==> src/rtl/subneg_core_param.sv <==
// SUBNEG one-instruction CPU core.
// Executes mem[B] <= mem[B] - mem[A] and branches to C on a negative result,
// otherwise advances pc by 3. Address and data share one bus: an address phase
// pulses le so the external latch captures the address, then moe (read) or
// mwe (write) strobes the data. A write to OUT_ADDR is redirected to out_data.
module subneg_core_param #(
    parameter int                 DATA_W   = 8,
    parameter logic [DATA_W-1:0]  OUT_ADDR = 8'hFF,
    parameter logic [DATA_W-1:0]  START_PC = '0
) (
    input  logic              clk,
    input  logic              reset,
    input  logic              run,
    input  logic [DATA_W-1:0] bus_in,
    output logic [DATA_W-1:0] bus_out,
    output logic [DATA_W-1:0] bus_oe,
    output logic              le,
    output logic              moe,
    output logic              mwe,
    output logic [DATA_W-1:0] out_data,
    output logic              out_valid,
    output logic              halted,
    output logic [DATA_W-1:0] pc
);

    typedef enum logic [2:0] {
        ST_IDLE, ST_ADDR, ST_RD_OE, ST_RD_CAP, ST_WR_DATA, ST_WR_DONE, ST_EXEC, ST_HALT
    } state_t;

    typedef enum logic [2:0] {
        STEP_FA, STEP_FB, STEP_FC, STEP_RA, STEP_RB, STEP_WB
    } step_t;

    localparam logic [DATA_W-1:0] PC_INC1 = DATA_W'(1);
    localparam logic [DATA_W-1:0] PC_INC2 = DATA_W'(2);
    localparam logic [DATA_W-1:0] PC_INC3 = DATA_W'(3);

    state_t            state_q, state_d;
    step_t             step_q, step_d;
    logic [DATA_W-1:0] pc_q;
    logic [DATA_W-1:0] a_q, b_q, c_q;        // operand addresses
    logic [DATA_W-1:0] va_q, vb_q;           // operand values
    logic [DATA_W-1:0] result_q;
    logic              halt_q;               // halt pending after the write finishes
    logic [DATA_W-1:0] out_data_q;
    logic              out_valid_q;

    logic [DATA_W:0]   diff;
    logic [DATA_W-1:0] result;
    logic              neg;
    logic              is_out;
    logic              halt_now;
    logic [DATA_W-1:0] access_addr;

    // Subtract at one extra bit so the sign is the true signed sign, immune to overflow.
    always_comb begin
        diff     = {vb_q[DATA_W-1], vb_q} - {va_q[DATA_W-1], va_q};
        result   = diff[DATA_W-1:0];
        neg      = diff[DATA_W];
        is_out   = (b_q == OUT_ADDR);
        halt_now = neg && (c_q == pc_q);
    end

    // Address presented in the ADDR phase for the current access step.
    always_comb begin
        access_addr = pc_q;
        case (step_q)
            STEP_FA: access_addr = pc_q;
            STEP_FB: access_addr = pc_q + PC_INC1;
            STEP_FC: access_addr = pc_q + PC_INC2;
            STEP_RA: access_addr = a_q;
            default: access_addr = b_q;
        endcase
    end

    // State and step registers.
    always_ff @(posedge clk) begin
        if (reset) begin
            state_q <= ST_IDLE;
            step_q  <= STEP_FA;
        end else begin
            state_q <= state_d;
            step_q  <= step_d;
        end
    end

    // Next-state logic; run is only looked at on instruction boundaries.
    always_comb begin
        state_d = state_q;
        step_d  = step_q;
        case (state_q)
            ST_IDLE: begin
                if (run) begin
                    state_d = ST_ADDR;
                    step_d  = STEP_FA;
                end
            end
            ST_ADDR:   state_d = (step_q == STEP_WB) ? ST_WR_DATA : ST_RD_OE;
            ST_RD_OE:  state_d = ST_RD_CAP;
            ST_RD_CAP: begin
                if (step_q == STEP_RB) begin
                    state_d = ST_EXEC;
                end else begin
                    state_d = ST_ADDR;
                    case (step_q)
                        STEP_FA: step_d = STEP_FB;
                        STEP_FB: step_d = STEP_FC;
                        STEP_FC: step_d = STEP_RA;
                        default: step_d = STEP_RB;
                    endcase
                end
            end
            ST_EXEC: begin
                if (!is_out) begin
                    state_d = ST_ADDR;
                    step_d  = STEP_WB;
                end else if (halt_now) begin
                    state_d = ST_HALT;
                end else if (run) begin
                    state_d = ST_ADDR;
                    step_d  = STEP_FA;
                end else begin
                    state_d = ST_IDLE;
                end
            end
            ST_WR_DATA: state_d = ST_WR_DONE;
            ST_WR_DONE: begin
                if (halt_q) begin
                    state_d = ST_HALT;
                end else if (run) begin
                    state_d = ST_ADDR;
                    step_d  = STEP_FA;
                end else begin
                    state_d = ST_IDLE;
                end
            end
            ST_HALT: state_d = ST_HALT;
            default: state_d = ST_IDLE;
        endcase
    end

    // Datapath: operand capture, execute, pc update and output register.
    always_ff @(posedge clk) begin
        if (reset) begin
            pc_q        <= START_PC;
            a_q         <= '0;
            b_q         <= '0;
            c_q         <= '0;
            va_q        <= '0;
            vb_q        <= '0;
            result_q    <= '0;
            halt_q      <= 1'b0;
            out_data_q  <= '0;
            out_valid_q <= 1'b0;
        end else begin
            out_valid_q <= 1'b0;
            if (state_q == ST_RD_CAP) begin
                case (step_q)
                    STEP_FA: a_q  <= bus_in;
                    STEP_FB: b_q  <= bus_in;
                    STEP_FC: c_q  <= bus_in;
                    STEP_RA: va_q <= bus_in;
                    default: vb_q <= bus_in;
                endcase
            end
            if (state_q == ST_EXEC) begin
                pc_q     <= neg ? c_q : pc_q + PC_INC3;
                result_q <= result;
                halt_q   <= halt_now;
                if (is_out) begin
                    out_data_q  <= result;
                    out_valid_q <= 1'b1;
                end
            end
        end
    end

    // Bus strobes decoded from state; the core never drives the bus while memory does.
    always_comb begin
        bus_out = '0;
        bus_oe  = '0;
        le      = 1'b0;
        moe     = 1'b0;
        mwe     = 1'b0;
        case (state_q)
            ST_ADDR: begin
                bus_out = access_addr;
                bus_oe  = '1;
                le      = 1'b1;
            end
            ST_RD_OE, ST_RD_CAP: moe = 1'b1;
            ST_WR_DATA: begin
                bus_out = result_q;
                bus_oe  = '1;
                mwe     = 1'b1;
            end
            ST_WR_DONE: begin
                bus_out = result_q;
                bus_oe  = '1;
            end
            default: ;
        endcase
    end

    assign out_data  = out_data_q;
    assign out_valid = out_valid_q;
    assign halted    = (state_q == ST_HALT);
    assign pc        = pc_q;

endmodule
==> config.mk <==
export PLATFORM = sky130hd
export DESIGN_NAME = subneg_core_param
export DESIGN_NICKNAME = d
export VERILOG_FILES = /design/src/rtl/subneg_core_param.sv
export SDC_FILE = /design/constraint.sdc
export NUM_CORES = 1
export LEC_CHECK = 0
export BUFFER_PORTS_ARGS = -buffer_cell sky130_fd_sc_hd__clkbuf_2
export CORE_AREA = 2 2 94 96
export CTS_CLUSTER_SIZE = 14
export DETAILED_ROUTE_END_ITERATION = 10
export DIE_AREA = 0 0 96 98
export PLACE_DENSITY = 0.65
export SKIP_LAST_GASP = 1
export SYNTH_ARGS = -nofsm -noshare
export SYNTH_HDL_FRONTEND = slang
export SYNTH_SLANG_ARGS = --single-unit
==> constraint.sdc <==
create_clock -name clk -period 3.08 [get_ports clk]
set_input_delay 0.308 -clock clk [delete_from_list [all_inputs] [get_ports clk]]
set_output_delay 0.308 -clock clk [all_outputs]
set_load 0.02 [all_outputs]
Yosys cells after proc, flatten, opt, wreduce, memory -nomap -nowiden --
Index checks and enable logic that the tools add are counted.
Operators by class: add/sub/neg operators 4, multiplexer cells 23, reductions and logical operators 16, eq/ne operators 18, shifts and indexed selects 0, multiply operators 0, bitwise operators 2, $lt $le $gt $ge 0, divide/modulo/power cells 0
Operators with widths (count):
- $mux 3 | 11
- $pmux 8 s4 | 1
- $pmux 3 s8 | 1
- $eq 3x3->1 const B | 6
- $add 8x2->8 const B | 2
- $mux 8 | 2
- $pmux 8 s2 | 1
- $eq 3x2->1 const B | 4
- $pmux 3 s4 | 1
- $reduce_and 2->1 | 6
- $pmux 3 s3 | 1
- $sub 8x8->9 | 1
- $add 8x1->8 const B | 1
- $eq 8x8->1 | 1
- $eq 8x8->1 const B | 1
- $eq 3x1->1 const B | 2
- $logic_not 3->1 | 2
- $ne 2x2->1 const B | 3
- $reduce_or 2->1 | 3
- $mux 1 | 5
- $reduce_and 4->1 | 1
- $reduce_bool 4->1 | 1
- $reduce_or 4->1 | 1
- $ne 3x3->1 const B | 1
- other kinds (3) | 4
Word-level totals: latch bits 0, RAM bits 0, register bits 72, input port bits 11, logic and storage cells 75, memories kept 0, ROM bits 0, output and inout bits 37

Logic depth before layout (Yosys ltp) --
Gate-level depths: netlist of the first run.
depth after elaboration 5, depth in mapped cells 10

Worst setup path after synthesis of the first run --
Ideal clock, no wire load.
path kind reg-to-reg, start point register vb_q[0], end point register pc_q[7], in the netlist pc[7], setup time 0.128 ns, path buffers 1, arrival time 2.090 ns, path slack 0.863 ns, stages on the path, launching flop included 11, path through dfxtp_1 > inv_1 > ha_1 > fa_1 > nor2b_4 > o31a_1 > o21a_4 > buf_6 > mux2_4 > a22oi_1 > nor2_1
On the way: word-level cells in the longest chain between the ends 2
RTL lines:
- start: declaration | line 42 | logic [DATA_W-1:0] va_q, vb_q;
- start signal: assignment | line 163 | default: vb_q <= bus_in;
- $sub 8x8->9 | line 57 | diff = {vb_q[DATA_W-1], vb_q} - {va_q[DATA_W-1], va_q};
- $mux 8 | line 167 | pc_q <= neg ? c_q : pc_q + PC_INC3;
- end signal: assignment | line 167
- end: declaration | line 40 | logic [DATA_W-1:0] pc_q;
No other way between the ends. A chain may end at the register's enable or synchronous reset.

Worst setup path after layout of the first run --
start point register pc_q[1], in the netlist pc[1], end point output bus_out[7]
On the way: word-level cells in the longest chain between the ends 3, elaborated cells between the ends (all ways) 4, those cells by class add/sub: 2; mux: 2
RTL lines:
- $add 8x2->8 / $add 8x1->8 (equally long branches) | line 70, 69
- $pmux 8 s4 (*) | line 67 | case (step_q)
- $pmux 8 s2 (*) | line 185 | case (state_q)
- end: declaration | line 15 | output logic [DATA_W-1:0] bus_out,
Every way passes the cells marked *; elsewhere a longest branch is shown, timed or not.

==> metrics.md, run 1 <==
| Metric | Value |
|---|---|
| Outcome | finished clean |
| Clock sink total | 72 |
| Most instantiated library cell after synthesis | nand2_1 |
| Seq pwr share | 0.471 |
| CTS buffer count | 9 |
| Final setup fails | 0 |
| Top Usage Layer GRT | met1 |
| Area after DPL | 0.00434 mm^2 |
| Max Cap Violations | 0 |
| Ant. Diodes | 0 |
| Synth Net Count | 549 |
| Actual slew at the worst max-slew pin | 0.906 ns |
| Crit path largest cell delay | 0.57 ns |
| WS Path Type | reg2out |
| Crit-path most repeated cell | a21oi_1 |
| Final min period | 2.78 ns |
| RePlAce Congestion | 0.871 |
| Nets | 580 |
| Total gr overflow | 0 |
| Initial antenna violation count | 0 |
| I/O pin total | 48 |
| Die Y | 98 um |
| Vias per inst | 5.82 |
| Distinct cells, synth | 60 |
| Post-DP HPWL | 8.02 mm |
| Slowest CP cell | dfxtp_1 |
| RSZ-0062 raised after global routing | false |
| Row count | 34 |
| Synth Warn # | 0 |
| Total global-route track usage | 0.239 |
| Final hold vios | 0 |
| Fillers | 856 |
| Global-route wire length before repair | 17.6 mm |
| VDD IR max | 0.000246 V |
| First drt pass iteration count | 5 |
| Critical Path Source Type | flop |
| FMAX | 0.360 GHz |
| Synthesis-to-finish area growth | 12.2% |
| Switch Pwr | 579 uW |
| Data required, critical path | 2.77 ns |
| Largest net degree at the start of global routing | 44 |
| Internal power | 1.48 mW |
| Vias in the first global route | 3371 |
| Ratio of cells with drive above 1 in the final layout | 0.168 |
| H-tree levels | 3 |
| Synth top cells by count | nand2_1 (84), dfxtp_1 (72), a21oi_1 (59) |
| Share of the synthesized area in the top cell type | 0.354 |
| DRC violation total after the first TritonRoute iteration | 353 |
| Postcts setup bufs | 0 |
| Final std cells w/o fill | 669 |
| Clock slew at reported path FFs | 0.09 ns |
| Placed Cells | 653 |
| Main synth FF type | dfxtp_1 |
| Routed Antenna Nets | 0 |
| Synth Register Bits | 72 |
| Lkg Pwr | 1.63 nW |
| Drt drc | 0 |
| CP max FO | 9 |
| M2 GR Usage | 0.336 |
| Sw Ratio | 0.281 |
| Final period util | 0.901 |
| Routed WL | 11.0 mm |
| Core area | 0.00847 mm^2 |
| CTS resizes | 0 |
| Cts hold-fix bufs | 0 |
| Gate count of the mapped netlist | 525 |
| Post-synthesis sequential area ratio | 0.354 |
| Leading area contributor after synthesis | dfxtp_1 |
| Crit end category | output port |
| Mapped cell area | 0.00407 mm^2 |
| Number of flops mapped to enable cells by yosys | 0 |
| Syn Area/Cell | 7.75 um^2 |
| Clock Power Share | 0.412 |
| Worst min-delay path class | in2reg |
| TritonCTS clock tree | built |
| Comb power frac | 0.118 |
| Initial Util | 0.480 |
| Fin. max-slew vios | 0 |
| Asr flop ratio synth | 0 |
| Max-slew headroom | 0.396 |
| Worst-Skew Late Latency | 0.35 ns |
| Cells along the critical path | ha_1 > nand3_1 > nor3_1 > xnor2_1 > o211ai_1 > a21oi_1 > a21oi_1 > clkbuf_2 |
| Final setup TNS | 0 ns |
| CTS Buffer Depth | 2 |
| Met3 Use GR | 0.0401 |
| Routing usage on met1 | 0.366 |
| Power density over the cells | 451 mW/mm^2 |
| Port Buf Inserts | 47 |
| Worst Skew | 0.00942 ns |
| Wirelength per Cell | 16.4 um |
| Design Area, Final | 0.00456 mm^2 |
| Crit path arrival time | 2.47 ns |
| Via Count | 3892 |
| CTS root buffer | clkbuf_8 |
| Synth top area cells | dfxtp_1 (35%), nand2_1 (7.8%), a21oi_1 (7.3%) |
| Die Wd | 96 um |
| Full die area | 0.00941 mm^2 |
## cells by family (layout without fill, tap and decap cells)
| logic type | after synthesis | in the layout | synth area share |
|---|---|---|---|
| multiplexers | 15 | 15 | 0.0406 |
| buffers and inverters | 55 | 91 | 0.0612 |
| AND/OR/NAND/NOR | 205 | 205 | 0.241 |
| XOR/XNOR | 16 | 16 | 0.0345 |
| AO/OA/AOI/OAI | 149 | 149 | 0.227 |
| adder cells (fa/ha/maj) | 13 | 13 | 0.0418 |
| flip-flops | 72 | 72 | 0.354 |
## worst paths after layout
check | start | to | slack [ns] | cells past startpoint
worst max-delay path | pc[1] | bus_out[7] | 0.30 | 8
worst min-delay path | bus_in[5] | vb_q[5] | 0.26 | 3
worst max register to register | vb_q[0] | pc[3] | 0.70 | 9
worst min register to register | vb_q[0] | vb_q[0] | 0.46 | 2
## sequential cells by signal (all words and copies together) (netlist names), 3 cells and up
register,cells
b_q,8
a_q,8
c_q,8
step_q,3
result_q,8
va_q,8
out_data,8
state_q,3
pc,8
vb_q,8
## final cells by class
type                            instances  area [um^2]  share of cell area
Clock buffer                           10          128              0.0280
Clock inverter                          6         92.6              0.0203
Inverter                               15         56.3              0.0123
Multi-Input combinational cell        398         2380               0.521
Sequential cell                        72         1440               0.316
Tap cell                              108          135              0.0296
Timing Repair Buffer                   60          333              0.0729
## through the flow
stage | hold WS, ns | utilization | setup WS, ns | power (mW)
after global placement | 0.445 | 0.513 | 0.736 | 1.23
after detailed placement | 0.448 | 0.513 | 0.704 | 1.23
final | 0.264 | 0.539 | 0.304 | 2.06
after global routing | 0.274 | 0.539 | 0.141 | 2.14
after CTS | 0.268 | 0.539 | 0.329 | 2.06
after floorplan | 0.429 | - | 0.863 | 1.17
## critical path: cells and delay by family, from the launching register on
kind                       cells  cell delay (ns)
AOI/OAI and AO/OA              3             0.42
xor gates and xnor gates       1             0.10
adders and majority gates      1             0.33
buffers and inverters          1             0.21
DFF                            1             0.57
and+or+nand+nor                2             0.47
## power groups by stage
stage	Combinational, mW	Sequential, mW	Clock (mW)
after floorplan	0.199	0.971	0
after global placement	0.239	0.989	0
after detailed placement	0.240	0.990	0
after CTS	0.240	0.968	0.854
after global routing	0.266	0.972	0.901
final	0.242	0.969	0.848
## cells in the final DEF, fill, tap and decap left out, types with 2 or more instances in the layout
cell,netlist,final
nand2_1,84,84
dfxtp_1,72,72
a21oi_1,59,59
clkbuf_2,0,47
nor2_1,44,44
nand3_1,32,32
o21ai_0,23,23
xnor2_1,13,13
buf_4,8,13
inv_1,12,12
ha_1,12,12
mux2i_1,9,9
a211oi_1,9,9
clkbuf_8,0,9
nor3_1,8,8
a31oi_1,8,8
nand2b_1,7,7
o21ai_1,6,6
o31ai_1,6,6
o211ai_1,5,5
nand4_1,5,5
a22oi_1,5,5
nor2b_1,4,4
a22o_1,4,4
and3_1,4,4
o21a_1,4,4
a21o_1,4,4
inv_2,3,3
xor2_1,3,3
nor3_4,3,3
nand3b_1,3,3
mux2_1,3,3
nor2b_4,2,2
o31a_1,2,2
a211o_1,2,2
mux2_4,2,2
a311oi_1,2,2
bufinv_16,0,2
clkinvlp_4,0,2
## metal layers
metal / routed length [um] / up-vias
li1: - / 1911
met3: 605 / 20
met2: 4880 / 116
met1: 5240 / 1845
met5: 0 / -
met4: 236 / 0
No activity file was read; power rests on OpenSTA's default activity.
==> run 2, diff against run 1 <==
- CORE_AREA: 2 2 94 96 -> 2 2 104 106
- DIE_AREA: 0 0 96 98 -> 0 0 106 108
- PLACE_DENSITY: 0.65 -> 0.55
==> run 2 against run 1 <==
Non-clock buffer count fell by 1; largest power group unchanged; first-iteration DRC count fell by 32%; combinational power barely moved; global-route usage fell by 2.7 points; hold slack improved by 0.0026 ns; register-to-register slack got worse by 0.04 ns; via count fell by 1.8%; clock skew rose by 0.0021 ns; sequential power rose by 1%.
==> metrics.md, run 2 (synthesized netlist as in run 1, its figures left out) <==
| Metric | Value |
|---|---|
| Vias in the first global route | 3389 (+0.53%) |
| Met2 WL post-DR | 5.05 mm (+3.3%) |
| Area after DPL | 0.00437 mm^2 (+0.63%) |
| Crit path arrival time | 2.43 ns (-0.04 ns) |
| Worst hold slack | 0.267 ns (+0.00260 ns) |
| Slowest CP cell | dfxtp_1 |
| Commonest non-fill, non-tap cell in the layout | nand2_1 |
| Die Wd | 106 um (+10%) |
| Final hold vios | 0 (unchanged) |
| First drt pass iteration count | 10 (+5) |
| WS Path Type | reg2out |
| Cell count of the worst reg-to-reg path | 9 (unchanged) |
| Final setup fails | 0 (unchanged) |
| R2R Setup Slk | 0.66 ns (-0.04 ns) |
| WP buf/inv | 3 (+2) |
| RR Startpoint | vb_q[0] |
| H-tree levels | 3 (unchanged) |
| DRC violation total after the first TritonRoute iteration | 240 (-32%) |
| CTS buffer count | 9 (unchanged) |
| Hold path endpoint | vb_q[1] |
| Post-DP HPWL | 8.38 mm (+4.5%) |
| Final min period | 2.74 ns (-0.0379 ns) |
| CTS resizes | 0 (unchanged) |
| Fillers | 1075 (+26%) |
| CTS Buffer Depth | 2 (unchanged) |
| Crit end category | output port |
| Final setup TNS | 0 ns (unchanged) |
| Clock sink total | 72 (unchanged) |
| I/O pin total | 48 (unchanged) |
| Core area | 0.0102 mm^2 (+21%) |
| Critical Path Source Type | flop |
| Cells along the critical path | inv_2 > nor2_1 > buf_4 > a211oi_1 > o21ai_0 > a22o_1 > clkbuf_2 |
| RePlAce Congestion | 0.864 (-0.80%) |
| TritonCTS clock tree | built |
| Total power | 1.98 mW (-3.8%) |
| Drt drc | 0 (unchanged) |
| RSZ-0062 raised after global routing | false |
| CTS root buffer | clkbuf_8 |
| DR top layer | met4 |
| Routed WL | 11.6 mm (+6.0%) |
| Data required, critical path | 2.77 ns (about the same) |
| Port Buf Inserts | 47 (unchanged) |
| Worst-Skew Late Latency | 0.35 ns (about the same) |
| Actual slew at the worst max-slew pin | 1.17 ns (+0.260 ns) |
| DR WL met3 | 757 um (+25%) |
| Power density over the cells | 434 mW/mm^2 (-3.9%) |
| Row count | 37 (+8.8%) |
| Via Count | 3820 (-1.8%) |
| VDD IR max | 0.000196 V (-20%) |
| Global-route wire length before repair | 18.6 mm (+5.7%) |
| CP max FO | 21 (+12) |
| Vias per inst | 5.49 (-5.7%) |
| Die Y | 108 um (+10%) |
| Fin. max-slew vios | 0 (unchanged) |
| Ratio of cells with drive above 1 in the final layout | 0.166 (-0.00149) |
| Total gr overflow | 0 (unchanged) |
| Register area | 0.00144 mm^2 (unchanged) |
| Total global-route track usage | 0.211 (-0.0273) |
| FMAX | 0.365 GHz (+1.4%) |
| Initial antenna violation count | 0 (unchanged) |
| Crit path largest cell delay | 0.80 ns (+0.23 ns) |
| Most frequent cells in the layout | nand2_1 (84), dfxtp_1 (72), a21oi_1 (59) |
| Max Cap Violations | 0 (unchanged) |
| Worst Skew | 0.0115 ns (+0.00211 ns) |
| Cts hold-fix bufs | 0 (unchanged) |
| Max-slew headroom | 0.222 (-0.174) |
| Wirelength per Cell | 16.7 um (+1.9%) |
| Routed Antenna Nets | 0 (unchanged) |
| Nets | 579 (-0.17%) |
| Ant. Diodes | 0 (unchanged) |
| Synthesis-to-finish area growth | 12.3% |
| Design Area, Final | 0.00457 mm^2 (+0.11%) |
| Postcts setup bufs | 0 (unchanged) |
| Final period util | 0.889 (-0.0123) |
| Worst Hold Depth | 3 (unchanged) |
| Outcome | finished clean |
| RR Endpoint | pc[4] |
| Clock slew at reported path FFs | 0.08 ns (about the same) |
| Worst min-delay path class | in2reg |
| Met1 WL | 5.68 mm (+8.3%) |
| Initial Util | 0.398 (-0.0829) |
| Largest net degree at the start of global routing | 57 (+30%) |
| CP delay by family, top | flip-flops |
| Full die area | 0.0114 mm^2 (+22%) |
| Footprint of the multi-input gates | 0.00238 mm^2 (unchanged) |
| Hold Crit Start | bus_in[1] |
| Lkg Pwr | 1.62 nW (-0.61%) |
==> run 2: cell count changes in the layout (fill, tap and decap cells not counted) <==
cell | previous run | this run
buf_4 | 13 | 12
bufinv_16 | 2 | 1
clkbuf_8 | 9 | 10
clkinv_2 | 0 | 2
clkinvlp_4 | 2 | 1
inv_6 | 1 | 0
==> run 2: cell type report <==
class | count | area share
Multi-Input combinational cell | 398 | 0.520
Sequential cell | 72 | 0.316
Timing Repair Buffer | 59 | 0.0712
Tap cell | 136 | 0.0373
Clock buffer | 11 | 0.0310
Clock inverter | 5 | 0.0123
Inverter | 15 | 0.0123
==> run 2: metal layers <==
layer  vias up  global-route usage
met4         0              0.0602
li1       1895                   -
met1      1779               0.311
met5         -                   0
met2       135               0.309
met3        11              0.0464
==> run 2: metrics by stage <==
| stage | utilization | cells | worst slack, ns |
|---|---|---|---|
| CTS | 0.446 | 696 | 0.331 |
| floorplan | - | 525 | 0.863 |
| detailed placement | 0.427 | 680 | 0.665 |
| global route | 0.446 | 696 | 0.140 |
| finish | 0.446 | 696 | 0.342 |
| global placement | 0.427 | 680 | 0.725 |
==> run 2: how the worst max path moves through the flow <==
stage / start / slack, ns / cells after the start / end
after floorplan: vb_q[0] / 0.86 / 10 / pc[7]
after global placement: vb_q[0] / 0.72 / 9 / pc[3]
after detailed placement: vb_q[0] / 0.66 / 9 / pc[2]
after CTS: step_q[0] / 0.33 / 7 / bus_out[0]
after global routing: step_q[0] / 0.14 / 7 / bus_out[0]
final: step_q[0] / 0.34 / 7 / bus_out[0]
==> run 2: power breakdown <==
group	internal, mW	switching, mW	leakage (nW)	total (mW)
Combinational	0.0789	0.160	0.943	0.239
Clock	0.395	0.368	0.0993	0.763
Sequential	0.942	0.0367	0.581	0.979
Total	1.42	0.564	1.62	1.98
==> run 2: tightest hold or removal path, delay by kind of cell <==
family	cells	cell delay, ns
AOI/OAI and AO/OA	1	0.05
buffers and inverters	1	0.14
and+or+nand+nor	1	0.07
